File: config.mk
export PLATFORM = sky130hd
export DESIGN_NAME = simon_ctrl_flat
export DESIGN_NICKNAME = d
export VERILOG_FILES = /design/src/rtl/simon_ctrl_pkg.sv /design/src/rtl/simon_ctrl_if.sv /design/src/rtl/simon_ctrl.sv /design/src/flat_wrapper.sv
export SDC_FILE = /design/constraint.sdc
export NUM_CORES = 1
export LEC_CHECK = 0
export ABC_AREA = 1
export CORE_MARGIN = 5
export CORE_UTILIZATION = 37
export DETAILED_ROUTE_END_ITERATION = 10
export GPL_ROUTABILITY_DRIVEN = 0
export PLACE_DENSITY_LB_ADDON = 0.15
export SYNTH_ARGS = -nofsm -noshare
export SYNTH_HDL_FRONTEND = slang
export SYNTH_SLANG_ARGS = --single-unit
File: constraint.sdc
create_clock -name clk -period 2.72 [get_ports clk]
set_input_delay 0.408 -clock clk [delete_from_list [all_inputs] [get_ports clk]]
set_output_delay 0.408 -clock clk [all_outputs]
set_load 0.1 [all_outputs]
File: src/rtl/simon_ctrl_pkg.sv
// simon_pkg: shared types and constants for the Simon Says controller.
// Holds the FSM state encoding, round width, speed ceiling and speed helper.
package simon_pkg;

  localparam int ROUND_W = 5;
  localparam logic [2:0] SPEED_MAX = 3'd7;

  typedef enum logic [3:0] {
    IDLE,
    SEED,
    ROUND_INIT,
    LOAD,
    FLASH_ON,
    FLASH_OFF,
    PLAY_INIT,
    PLAY_LOAD,
    PLAY_WAIT,
    NEXT,
    WIN,
    LOSE
  } state_t;

  // Speed for the upcoming round, given the round just finished.
  // (new_round - 1) / step == old_round / step.
  function automatic logic [2:0] speed_calc(
    input logic [ROUND_W-1:0] rnd,
    input int unsigned        step
  );
    int unsigned q;
    q = 32'(rnd) / step;
    return (q > 32'd7) ? SPEED_MAX : 3'(q);
  endfunction

endpackage

File: src/rtl/simon_ctrl_if.sv
// fsm_sig: command/status bundle between the controller and board blocks.
// fsm modport: controller side; board modport: rng/reg8/flasher/check side.
interface fsm_sig;
  import simon_pkg::*;

  logic               go;
  logic               btn_valid;
  logic               result;
  logic               empty;
  logic               pulse;

  logic               start;
  logic               rst_seedgen;
  logic               load_colour;
  logic               load_speed;
  logic [2:0]         speed;
  logic               flash_colour;
  logic               player_turn;
  logic [ROUND_W-1:0] check_round;
  logic               win;
  logic               lose;

  modport fsm (
    input  go, btn_valid, result, empty, pulse,
    output start, rst_seedgen, load_colour, load_speed, speed,
    output flash_colour, player_turn, check_round, win, lose
  );

  modport board (
    output go, btn_valid, result, empty, pulse,
    input  start, rst_seedgen, load_colour, load_speed, speed,
    input  flash_colour, player_turn, check_round, win, lose
  );

endinterface

File: src/rtl/simon_ctrl.sv
// simon_ctrl: Simon Says round controller (replay sequence, then player turn).
// Ports: clk, reset_n (async low), bus (fsm_sig.fsm: go/btn/pulse in, commands out).
module simon_ctrl
  import simon_pkg::*;
#(
  parameter int MAX_ROUNDS = 16,
  parameter int SPEED_STEP = 4
) (
  input  logic   clk,
  input  logic   reset_n,
  fsm_sig.fsm    bus
);

  localparam logic [ROUND_W-1:0] LP_MAX = ROUND_W'(MAX_ROUNDS);

  state_t             r_state;
  state_t             w_next;
  logic [ROUND_W-1:0] r_round;
  logic [ROUND_W-1:0] r_idx;
  logic [ROUND_W-1:0] w_idx_inc;
  logic [2:0]         r_speed;
  logic               r_armed;

  logic r_start, r_rst_seed, r_load_col, r_load_spd;
  logic r_flash, r_turn, r_win, r_lose;

  assign w_idx_inc = r_idx + 1'b1;

  always_comb begin
    w_next = r_state;
    case (r_state)
      IDLE:       if (bus.go) w_next = SEED;
      SEED:       w_next = ROUND_INIT;
      ROUND_INIT: w_next = LOAD;
      LOAD:       w_next = FLASH_ON;
      // r_armed is low on the entry cycle so a
      // coincident pulse cannot cut the dwell short
      FLASH_ON:   if (bus.pulse && r_armed) w_next = FLASH_OFF;
      FLASH_OFF: begin
        if (bus.pulse)
          w_next = (w_idx_inc == r_round) ? PLAY_INIT : LOAD;
      end
      PLAY_INIT:  w_next = PLAY_LOAD;
      PLAY_LOAD:  w_next = PLAY_WAIT;
      PLAY_WAIT: begin
        if (bus.btn_valid) begin
          unique case (1'b1)
            !bus.result:              w_next = LOSE;
            bus.result && !bus.empty: w_next = PLAY_LOAD;
            bus.result && bus.empty:  w_next = NEXT;
            default:                  w_next = LOSE;
          endcase
        end
      end
      NEXT:       w_next = (r_round == LP_MAX) ? WIN : ROUND_INIT;
      WIN:        if (bus.go) w_next = SEED;
      LOSE:       if (bus.go) w_next = SEED;
      default:    w_next = IDLE;
    endcase
  end

  always_ff @(posedge clk or negedge reset_n) begin
    if (!reset_n) begin
      r_state <= IDLE;
      r_round <= '0;
      r_idx   <= '0;
      r_speed <= '0;
      r_armed <= 1'b0;
    end else begin
      r_state <= w_next;
      r_armed <= (r_state == FLASH_ON);
      if (w_next == SEED) begin
        r_round <= ROUND_W'(1);
        r_speed <= '0;
      end
      if (r_state == ROUND_INIT)
        r_idx <= '0;
      if (r_state == FLASH_OFF && bus.pulse)
        r_idx <= w_idx_inc;
      if (r_state == NEXT && r_round != LP_MAX) begin
        r_round <= r_round + 1'b1;
        r_speed <= speed_calc(r_round, SPEED_STEP);
      end
    end
  end

  // Outputs decoded from the next state so each one
  // is high for exactly the cycles spent in its state
  always_ff @(posedge clk or negedge reset_n) begin
    if (!reset_n) begin
      r_start    <= 1'b0;
      r_rst_seed <= 1'b0;
      r_load_col <= 1'b0;
      r_load_spd <= 1'b0;
      r_flash    <= 1'b0;
      r_turn     <= 1'b0;
      r_win      <= 1'b0;
      r_lose     <= 1'b0;
    end else begin
      r_start    <= (w_next == SEED);
      r_rst_seed <= (w_next == ROUND_INIT) || (w_next == PLAY_INIT);
      r_load_col <= (w_next == LOAD) || (w_next == PLAY_LOAD);
      r_load_spd <= (w_next == ROUND_INIT);
      r_flash    <= (w_next == FLASH_ON);
      r_turn     <= (w_next == PLAY_WAIT);
      r_win      <= (w_next == WIN);
      r_lose     <= (w_next == LOSE);
    end
  end

  assign bus.start        = r_start;
  assign bus.rst_seedgen  = r_rst_seed;
  assign bus.load_colour  = r_load_col;
  assign bus.load_speed   = r_load_spd;
  assign bus.speed        = r_speed;
  assign bus.flash_colour = r_flash;
  assign bus.player_turn  = r_turn;
  assign bus.check_round  = r_round;
  assign bus.win          = r_win;
  assign bus.lose         = r_lose;

endmodule

File: src/flat_wrapper.sv
// flat-port wrapper written by rule: the top's interface ports become plain ports
module simon_ctrl_flat import simon_pkg::*;
#(
  parameter int MAX_ROUNDS = 16,
  parameter int SPEED_STEP = 4
)
  (clk, reset_n, bus_go, bus_btn_valid, bus_result, bus_empty, bus_pulse, bus_start, bus_rst_seedgen, bus_load_colour, bus_load_speed, bus_speed, bus_flash_colour, bus_player_turn, bus_check_round, bus_win, bus_lose);
  fsm_sig bus_i ();
  input  logic clk;
  input  logic reset_n;
  input wire logic [$bits(bus_i.go)-1:0] bus_go;
  input wire logic [$bits(bus_i.btn_valid)-1:0] bus_btn_valid;
  input wire logic [$bits(bus_i.result)-1:0] bus_result;
  input wire logic [$bits(bus_i.empty)-1:0] bus_empty;
  input wire logic [$bits(bus_i.pulse)-1:0] bus_pulse;
  output wire logic [$bits(bus_i.start)-1:0] bus_start;
  output wire logic [$bits(bus_i.rst_seedgen)-1:0] bus_rst_seedgen;
  output wire logic [$bits(bus_i.load_colour)-1:0] bus_load_colour;
  output wire logic [$bits(bus_i.load_speed)-1:0] bus_load_speed;
  output wire logic [$bits(bus_i.speed)-1:0] bus_speed;
  output wire logic [$bits(bus_i.flash_colour)-1:0] bus_flash_colour;
  output wire logic [$bits(bus_i.player_turn)-1:0] bus_player_turn;
  output wire logic [$bits(bus_i.check_round)-1:0] bus_check_round;
  output wire logic [$bits(bus_i.win)-1:0] bus_win;
  output wire logic [$bits(bus_i.lose)-1:0] bus_lose;
  assign bus_i.go = bus_go;
  assign bus_i.btn_valid = bus_btn_valid;
  assign bus_i.result = bus_result;
  assign bus_i.empty = bus_empty;
  assign bus_i.pulse = bus_pulse;
  assign bus_start = bus_i.start;
  assign bus_rst_seedgen = bus_i.rst_seedgen;
  assign bus_load_colour = bus_i.load_colour;
  assign bus_load_speed = bus_i.load_speed;
  assign bus_speed = bus_i.speed;
  assign bus_flash_colour = bus_i.flash_colour;
  assign bus_player_turn = bus_i.player_turn;
  assign bus_check_round = bus_i.check_round;
  assign bus_win = bus_i.win;
  assign bus_lose = bus_i.lose;
  simon_ctrl #(.MAX_ROUNDS(MAX_ROUNDS), .SPEED_STEP(SPEED_STEP)) u_core (.clk(clk), .reset_n(reset_n), .bus(bus_i));
endmodule
==> results of run 1 <==
Yosys cell counts:
cell type   n
a211oi_1    1
a21oi_1     3
dfrtp_1    26
ha_1        3
inv_1      18
inv_2       9
nand2_1    53
nand2_2     8
nand2_4     3
nand3_1    16
nand3_2     1
nand4_1     3
nor2_1     14
nor2_2      2
nor2_4      1
nor3_1      2
nor3_2      1
nor4_4      2
o21ai_0     4
o22ai_1     4
or2_2       3
xor2_1      2
per-stage QoR:
stage	utilization	cells	total power, W	area [µm²]	worst slack [ns]
2_1_floorplan	-	179	0.00146	1420	0.301
3_3_place_gp	0.453	250	0.00168	1670	0.688
3_5_place_dp	0.453	250	0.00169	1670	0.649
4_1_cts	0.473	254	0.00201	1740	0.690
5_1_grt	0.473	254	0.00214	1740	0.530
6_report	0.473	254	0.00199	1740	0.688
power by group through the flow:
stage	Combinational, W	Sequential [W]	Clock (W)
2_1_floorplan	0.000593	0.000865	0
3_3_place_gp	0.00111	0.000573	0
3_5_place_dp	0.00111	0.000574	0
4_1_cts	0.00112	0.000567	0.000325
5_1_grt	0.00122	0.000582	0.000339
6_report	0.00111	0.000566	0.000316
final timing paths:
kind	slack, ns	end	from
worst max-delay path	0.69	u_core.bus.check_round[0]$_DFFE_PN0P_	u_core.r_idx[0]$_DFFE_PN0P_
worst min-delay path	0.51	u_core.bus.check_round[1]$_DFFE_PN0P_	reset_n
worst max register to register	0.69	u_core.bus.check_round[0]$_DFFE_PN0P_	u_core.r_idx[0]$_DFFE_PN0P_
worst min register to register	0.52	u_core.bus.speed[1]$_DFFE_PN0P_	u_core.bus.speed[1]$_DFFE_PN0P_
max in group asynchronous	1.96	u_core.r_state[3]$_DFF_PN0_	reset_n
min in group clk	0.52	u_core.bus.speed[1]$_DFFE_PN0P_	u_core.bus.speed[1]$_DFFE_PN0P_
sequential cells by signal, summed over array words and instances, names as in the netlist:
| register | count |
|---|---|
| u_core.bus.load_colour | 1 |
| u_core.bus.win | 1 |
| u_core.r_idx | 5 |
| u_core.bus.load_speed | 1 |
| u_core.bus.rst_seedgen | 1 |
| u_core.r_armed | 1 |
| u_core.bus.player_turn | 1 |
| u_core.bus.flash_colour | 1 |
| u_core.bus.start | 1 |
| u_core.bus.check_round | 5 |
| u_core.r_state | 4 |
| u_core.bus.speed | 3 |
| u_core.bus.lose | 1 |
layout make-up:
type,count,area share
Timing Repair Buffer,23,0.108
Sequential cell,26,0.373
Clock buffer,3,0.0237
Tap cell,48,0.0345
Clock inverter,1,0.0172
Multi-Input combinational cell,126,0.385
Inverter,27,0.0581
metal layers:
metal | track usage | up-vias
met5 | 0 | -
met2 | 0.193 | 25
met3 | 0.0222 | 2
met4 | 0.0376 | 0
li1 | - | 616
met1 | 0.176 | 558
cell families (layout without fill, tap and decap cells):
group / count (synthesis) / count (layout) / synth area share
AOI/OAI and AO/OA: 12 / 12 / 0.0474
xor gates and xnor gates: 2 / 2 / 0.0123
adders and majority gates: 3 / 3 / 0.0264
buffers and inverters: 27 / 54 / 0.0712
DFF: 26 / 26 / 0.457
and+or+nand+nor: 109 / 109 / 0.386
critical path: stages, from the launching register on:
cell     delay [ns]
dfrtp_1        0.46
ha_1           0.33
inv_1          0.06
nand2_1        0.05
nand2_1        0.05
nor2_1         0.09
nand3_1        0.08
nor2_1         0.10
nand3_1        0.10
nand2_1        0.09
nand2_1        0.06
nand2_1        0.07
nand2_2        0.10
nand2_4        0.15
nand2_2        0.05
nand2_1        0.05
nand2_1        0.04
==> metrics.txt, run 1 <==
NetSw=0.00101 W; first-pass GRT wire length=5.25 mm; top layer reached by signal wires=met4; Syn Inst Count=179; worst hold slack=0.507 ns; period utilization=0.747; drt first pass iters=4; Max Clock Freq=492 MHz; Reg2Reg Depth=16; Seq/Total Area, Yosys=0.457; CP startpoint kind=flop; Max clock buf depth=2; met2 routed WL=1.36 mm; final net count=217; worst skew pair latency=0.26 ns; total of max-cap violations=0; DRT iter0 DRCs=61; RSZ-0062 raised after global routing=no; vias per cell=4.73; #FFs+latches synth=26; post-synth top area share=0.457; Met3 Wirelength=127 µm; Worst slew margin=0.645; Power Internal=0.000982 W; num ports=23; TNS Setup=0 ns; Die Wd=72.0 µm; vias in the first global route=1,157; Final Skew=0.000914 ns; diode count=0; die area=5190 µm²; Fill cells=375; Worst VDD drop=0.615 mV; final hold violations=0; status=finished, final reports clean; Synth area leaders=dfrtp_1, nand2_1, nand3_1; commonest non-fill, non-tap cell in the layout=nand2_1; Area Growth Syn to Fin=22.4%; DRC Markers=0; mapped cell area=1420 µm²; CTS tree=done; sequential fraction of design power=0.284; critical path capture point type=flop; cts repair resizes=0; Comb power frac=0.557; Die Y=72.0 µm; Power Dens Cells=1140 nW/µm²; Sw Ratio=0.507; Clk pwr share=0.159; commonest cells after routing, fill and taps aside=nand2_1, dfrtp_1, inv_1; ratio of cells with drive above 1 in the final layout=0.248; largest net degree at the start of global routing=27; CTS H-tree lvls=1; Post-CTS Setup Bufs=0; Storage cell area=651 µm²; PortBufs=22; wire length per cell=11.7 µm; Syn Nets=189; area of the multi-input gates=672 µm²; core box area=3690 µm²; Yosys cell types=22; Final setup viols=0; Ys Warns=0; WS Path Type=flop to flop; gr usage total=0.124; worst slew pin tran=0.528 ns; CTS buffer count=3; post-route ant nets=0; post-DP HPWL=2.30 mm; via count=1,201; Min-Delay Path Class=primary input to asynchronous set/reset pin; pins over their slew limit=0; antenna violations before repair=0; crit path max fanout=10; Root Buffer=clkbuf_8; Post-Route WL=2.98 mm; critical path data arrival time=2.20 ns; total grt overflow=0; clock-pin slew on the worst setup and hold paths=0.09 ns; Initial Utilization=0.386; M1 WL=1.47 mm; minimum clock period=2.03 ns; CTS Sinks=26; dominant cell type by area after synthesis=dfrtp_1; P_leak=0.947 nW; CTS Hold Bufs=0; Post-Syn Area per Cell=7.95 µm²; Row Count=22; Req. time, crit path=2.88 ns
(Power assumes the default switching activity.)
==> run 2: changes to the inputs <==
==> constraint.sdc (replaced) <==
create_clock -name clk -period 2 [get_ports clk]
set_input_delay 0.3 -clock clk [delete_from_list [all_inputs] [get_ports clk]]
set_output_delay 0.3 -clock clk [all_outputs]
set_load 0.1 [all_outputs]
==> run 2 against run 1 <==
Net effect: count of clock-buffer cells in the layout is the same; clock power grew 36%; setup slack lost 0.55 ns; largest cell class unchanged; highest routed layer unchanged.
==> metrics.txt, run 2 (same netlist as run 1, synthesis figures left out) <==
status=finished, final reports clean; Die Y=72.0 µm; Power Dens Cells=1620 nW/µm²; critical path data arrival time=2.03 ns; Fill cells=356; largest net degree at the start of global routing=27; vias per cell=4.78; post-route ant nets=0; slowest cell on the critical path=dfrtp_4; area of the multi-input gates=719 µm²; DRT iter0 DRCs=62; TNS Setup=0 ns; Row Count=22; Final Skew=0.00582 ns; WS Path Type=flop to flop; M1 WL=1.45 mm; CTS buffer count=3; Met3 Wirelength=130 µm; CTS Hold Bufs=0; Final setup viols=0; Crit path max-delay family=simple AND/OR/NAND/NOR gates; core box area=3690 µm²; worst skew pair latency=0.27 ns; Final Util=0.507; total grt overflow=0; minimum clock period=1.86 ns; total power=0.00302 W; crit-path most repeated cell=nand2_2; die area=5190 µm²; ratio of cells with drive above 1 in the final layout=0.352; clock-pin slew on the worst setup and hold paths=0.09 ns; pre-CTS WS=0.0274 ns; met2 routed WL=1.63 mm; CP max stage delay=0.46 ns; wire length per cell=12.3 µm; first-pass GRT wire length=5.33 mm; final net count=227; top layer reached by signal wires=met4; DRC Markers=0; CTS tree=done; diode count=0; post-DP HPWL=2.37 mm; gr usage total=0.126; Req. time, crit path=2.17 ns; setup ws final=0.138 ns; Initial Utilization=0.386; num ports=23; Die Wd=72.0 µm; crit path max fanout=7; critical-path cell list=inv_1 -> ha_1 -> nand4_1 -> nor2_1 -> nor4_4 -> nand2_2 -> nor2_4 -> nand2_2 -> nand3_1 -> nand2_1; commonest cells after routing, fill and taps aside=nand2_1, buf_4, dfrtp_1; critical path capture point type=flop; vias in the first global route=1,206; antenna violations before repair=0; Worst VDD drop=0.873 mV; Storage cell area=662 µm²; via count=1,261; period utilization=0.931; worst hold slack=0.400 ns; Max Clock Freq=537 MHz; Root Buffer=clkbuf_8; CP startpoint kind=flop; commonest non-fill, non-tap cell in the layout=nand2_1; Worst slew margin=0.676; drt first pass iters=4; CTS Sinks=26; PortBufs=22; P_leak=0.984 nW; worst slew pin tran=0.483 ns; pins over their slew limit=0; total of max-cap violations=0; Area Growth Syn to Fin=31.3%; RSZ-0062 raised after global routing=yes; CTS H-tree lvls=1; worst path buffer plus inverter count=1; final hold violations=0; Post-Route WL=3.24 mm; Min-Delay Path Class=primary input to asynchronous set/reset pin; Max clock buf depth=2
## run 2: cell count changes in the layout (fill, tap and decap cells not counted), sizes merged
cell and delta:
nand2 +1, buf +9
## run 2: power by group
part | switching [W] | internal [W]
Sequential | 0.000122 | 0.000662
Combinational | 0.00122 | 0.000590
Clock | 0.000164 | 0.000267
Total | 0.00150 | 0.00152
## run 2: metrics by stage
step	area (µm²)	cells
global route	1870	264
detailed placement	1720	255
global placement	1720	255
CTS	1790	259
floorplan	1440	179
finish	1870	264
## run 2: per-layer routing
metal / vias up / global-route usage
li1: 643 / -
met5: - / 0
met4: 0 / 0.0313
met3: 5 / 0.0305
met2: 25 / 0.209
met1: 588 / 0.166
## run 2: final timing paths
kind                                                  startpoint                               endpoint  slack, ns  depth (start not counted)
min in group clk                 u_core.bus.speed[1]$_DFFE_PN0P_        u_core.bus.speed[1]$_DFFE_PN0P_       0.51                          2
hold reg to reg                  u_core.bus.speed[1]$_DFFE_PN0P_        u_core.bus.speed[1]$_DFFE_PN0P_       0.51                          2
hold / removal                                           reset_n            u_core.r_idx[0]$_DFFE_PN0P_       0.40                          2
max in group asynchronous                                reset_n  u_core.bus.check_round[0]$_DFFE_PN0P_       1.32                          2
setup / recovery           u_core.bus.check_round[0]$_DFFE_PN0P_  u_core.bus.check_round[1]$_DFFE_PN0P_       0.14                         10
setup reg to reg           u_core.bus.check_round[0]$_DFFE_PN0P_  u_core.bus.check_round[1]$_DFFE_PN0P_       0.14                         10
## run 2: area by class of cell
type	count	share of cell area
well taps	48	0.0321
inverters	27	0.0542
clock inverters	1	0.0161
flip-flops and latches	26	0.354
multi-input cells	127	0.385
clock buffers	3	0.0221
repair buffers	32	0.137
## run 2: timing repair
item | 4_1_cts | 5_1_grt
setup endpoints to repair | 0 | 15
setup buffers | 0 | 4
hold endpoints to repair | 0 | 0
gates resized for setup | 0 | 11
==> run 3: changes to the inputs <==
--- a/config.mk
+++ b/config.mk
@@ -7,10 +7,11 @@
 export LEC_CHECK = 0
 export ABC_AREA = 1
 export CORE_MARGIN = 5
-export CORE_UTILIZATION = 37
+export CORE_UTILIZATION = 52
 export DETAILED_ROUTE_END_ITERATION = 10
 export GPL_ROUTABILITY_DRIVEN = 0
 export PLACE_DENSITY_LB_ADDON = 0.15
+export RECOVER_POWER = 25
 export SYNTH_ARGS = -nofsm -noshare
 export SYNTH_HDL_FRONTEND = slang
 export SYNTH_SLANG_ARGS = --single-unit
==> run 3 against run 2 <==
Net effect: non-clock buffer count down 2; maximum frequency down 0.73%; cell count down 7.2%; count of clock-buffer cells in the layout unchanged; design area down 3.8%; critical endpoint is now u_core.bus.load_speed$_DFF_PN0_; total power down 5.3%; highest routed layer unchanged; worst hold slack about the same; wire length down 8.2%; sequential share of layout area up 1.4 points.
==> metrics.txt, run 3 (same netlist as run 1, synthesis figures left out) <==
diode count=0; total power=0.00286 W; status=finished, final reports clean; P_leak=0.965 nW; critical path capture point type=flop; ratio of cells with drive above 1 in the final layout=0.318; total grt overflow=0; num ports=23; PortBufs=22; final hold violations=0; antenna violations before repair=0; Reg2Reg Depth=15; DRT iter0 DRCs=42; crit path max fanout=5; worst slew pin tran=0.536 ns; Storage cell area=662 µm²; Fill cells=239; Row Count=19; CTS H-tree lvls=1; pins over their slew limit=0; Post-Route WL=2.97 mm; period utilization=0.938; post-DP HPWL=2.21 mm; drt first pass iters=4; CTS buffer count=3; first-pass GRT wire length=4.91 mm; Min-Delay Path Class=primary input to asynchronous set/reset pin; die area=3880 µm²; minimum clock period=1.88 ns; Die Wd=62.3 µm; Power Dens Cells=1590 nW/µm²; Max clock buf depth=2; wire length per cell=12.1 µm; total of max-cap violations=0; Initial Utilization=0.530; Worst VDD drop=1.31 mV; Root Buffer=clkbuf_4; core box area=2690 µm²; WS Path Type=flop to flop; Final setup viols=0; Area Growth Syn to Fin=26.3%; Die Y=62.3 µm; vias per cell=5.19; post-route ant nets=0; cell area after placement=1680 µm²; worst skew pair latency=0.32 ns; Worst slew margin=0.640; largest net degree at the start of global routing=27; CTS tree=done; Final Skew=0.00351 ns; CP startpoint kind=flop; via count=1,271; CTS Sinks=26; gr usage total=0.151; commonest cells after routing, fill and taps aside=nand2_1, buf_4, dfrtp_1; final net count=225; final cell count without fillers=245; commonest non-fill, non-tap cell in the layout=nand2_1; clock-pin slew on the worst setup and hold paths=0.14 ns; TNS Setup=0 ns; Max Clock Freq=533 MHz; area of the multi-input gates=703 µm²; vias in the first global route=1,205; Req. time, crit path=2.25 ns; DRC Markers=0; fin area=1800 µm²; critical path data arrival time=2.13 ns; placed cell count=236
[run 3: path summary, 6_finish.rpt]
| kind | start | endpoint | slack (ns) |
|---|---|---|---|
| min reg2reg | u_core.bus.speed[0]$_DFFE_PN0P_ | u_core.bus.speed[0]$_DFFE_PN0P_ | 0.52 |
| min | reset_n | u_core.bus.speed[0]$_DFFE_PN0P_ | 0.40 |
| max | u_core.r_idx[0]$_DFFE_PN0P_ | u_core.bus.load_speed$_DFF_PN0_ | 0.12 |
| max reg2reg | u_core.r_idx[0]$_DFFE_PN0P_ | u_core.bus.load_speed$_DFF_PN0_ | 0.12 |
| max in group asynchronous | reset_n | u_core.bus.check_round[0]$_DFFE_PN0P_ | 1.32 |
| min in group clk | u_core.bus.speed[0]$_DFFE_PN0P_ | u_core.bus.speed[0]$_DFFE_PN0P_ | 0.52 |
[run 3: what timing repair did]
item,in CTS,in global routing
setup endpoints to repair,0,8
buffers inserted,0,4
gates resized for setup,0,6
endpoints found under the hold margin,0,0
hold buffers,0,0
[run 3: power by group]
group	internal [W]	total, W	switching, W
clock network	0.000202	0.000359	0.000157
registers	0.000661	0.000780	0.000119
logic	0.000543	0.00172	0.00118
total	0.00141	0.00286	0.00145
[run 3: layout make-up]
type | count | area share
clock buffers | 3 | 0.0125
clock inverters | 1 | 0.0167
inverters | 27 | 0.0564
multi-input cells | 127 | 0.391
flip-flops and latches | 26 | 0.368
well taps | 31 | 0.0216
repair buffers | 30 | 0.134
[run 3: critical path, stage by stage (launching register included)]
cell and delay, ns:
dfrtp_1 0.44, ha_4 0.28, inv_1 0.04, nand2_1 0.05
nand2_1 0.04, nor2_1 0.07, nand3_1 0.07, nor2_1 0.11
nand3_1 0.08, nand2_1 0.10, nand2_1 0.07, nand2_2 0.07
nand2_4 0.08, inv_2 0.09, nand2_2 0.06, nor3_2 0.15
[run 3: metal layers]
metal,GRT usage,part of all wire,vias to the layer above
met1,0.176,0.44,595
met2,0.268,0.50,35
met4,0.0610,0.0091,0
li1,-,-,637
met5,0,0,-
met3,0.0288,0.052,4
[run 3: per-stage QoR]
step                worst slack (ns)  utilization  hold slack (ns)
floorplan                     0.0316            -          0.00441
global route                 -0.0314        0.669            0.423
detailed placement            0.0326        0.627            0.492
CTS                            0.112        0.646            0.339
finish                         0.124        0.669            0.400
global placement              0.0716        0.627            0.493
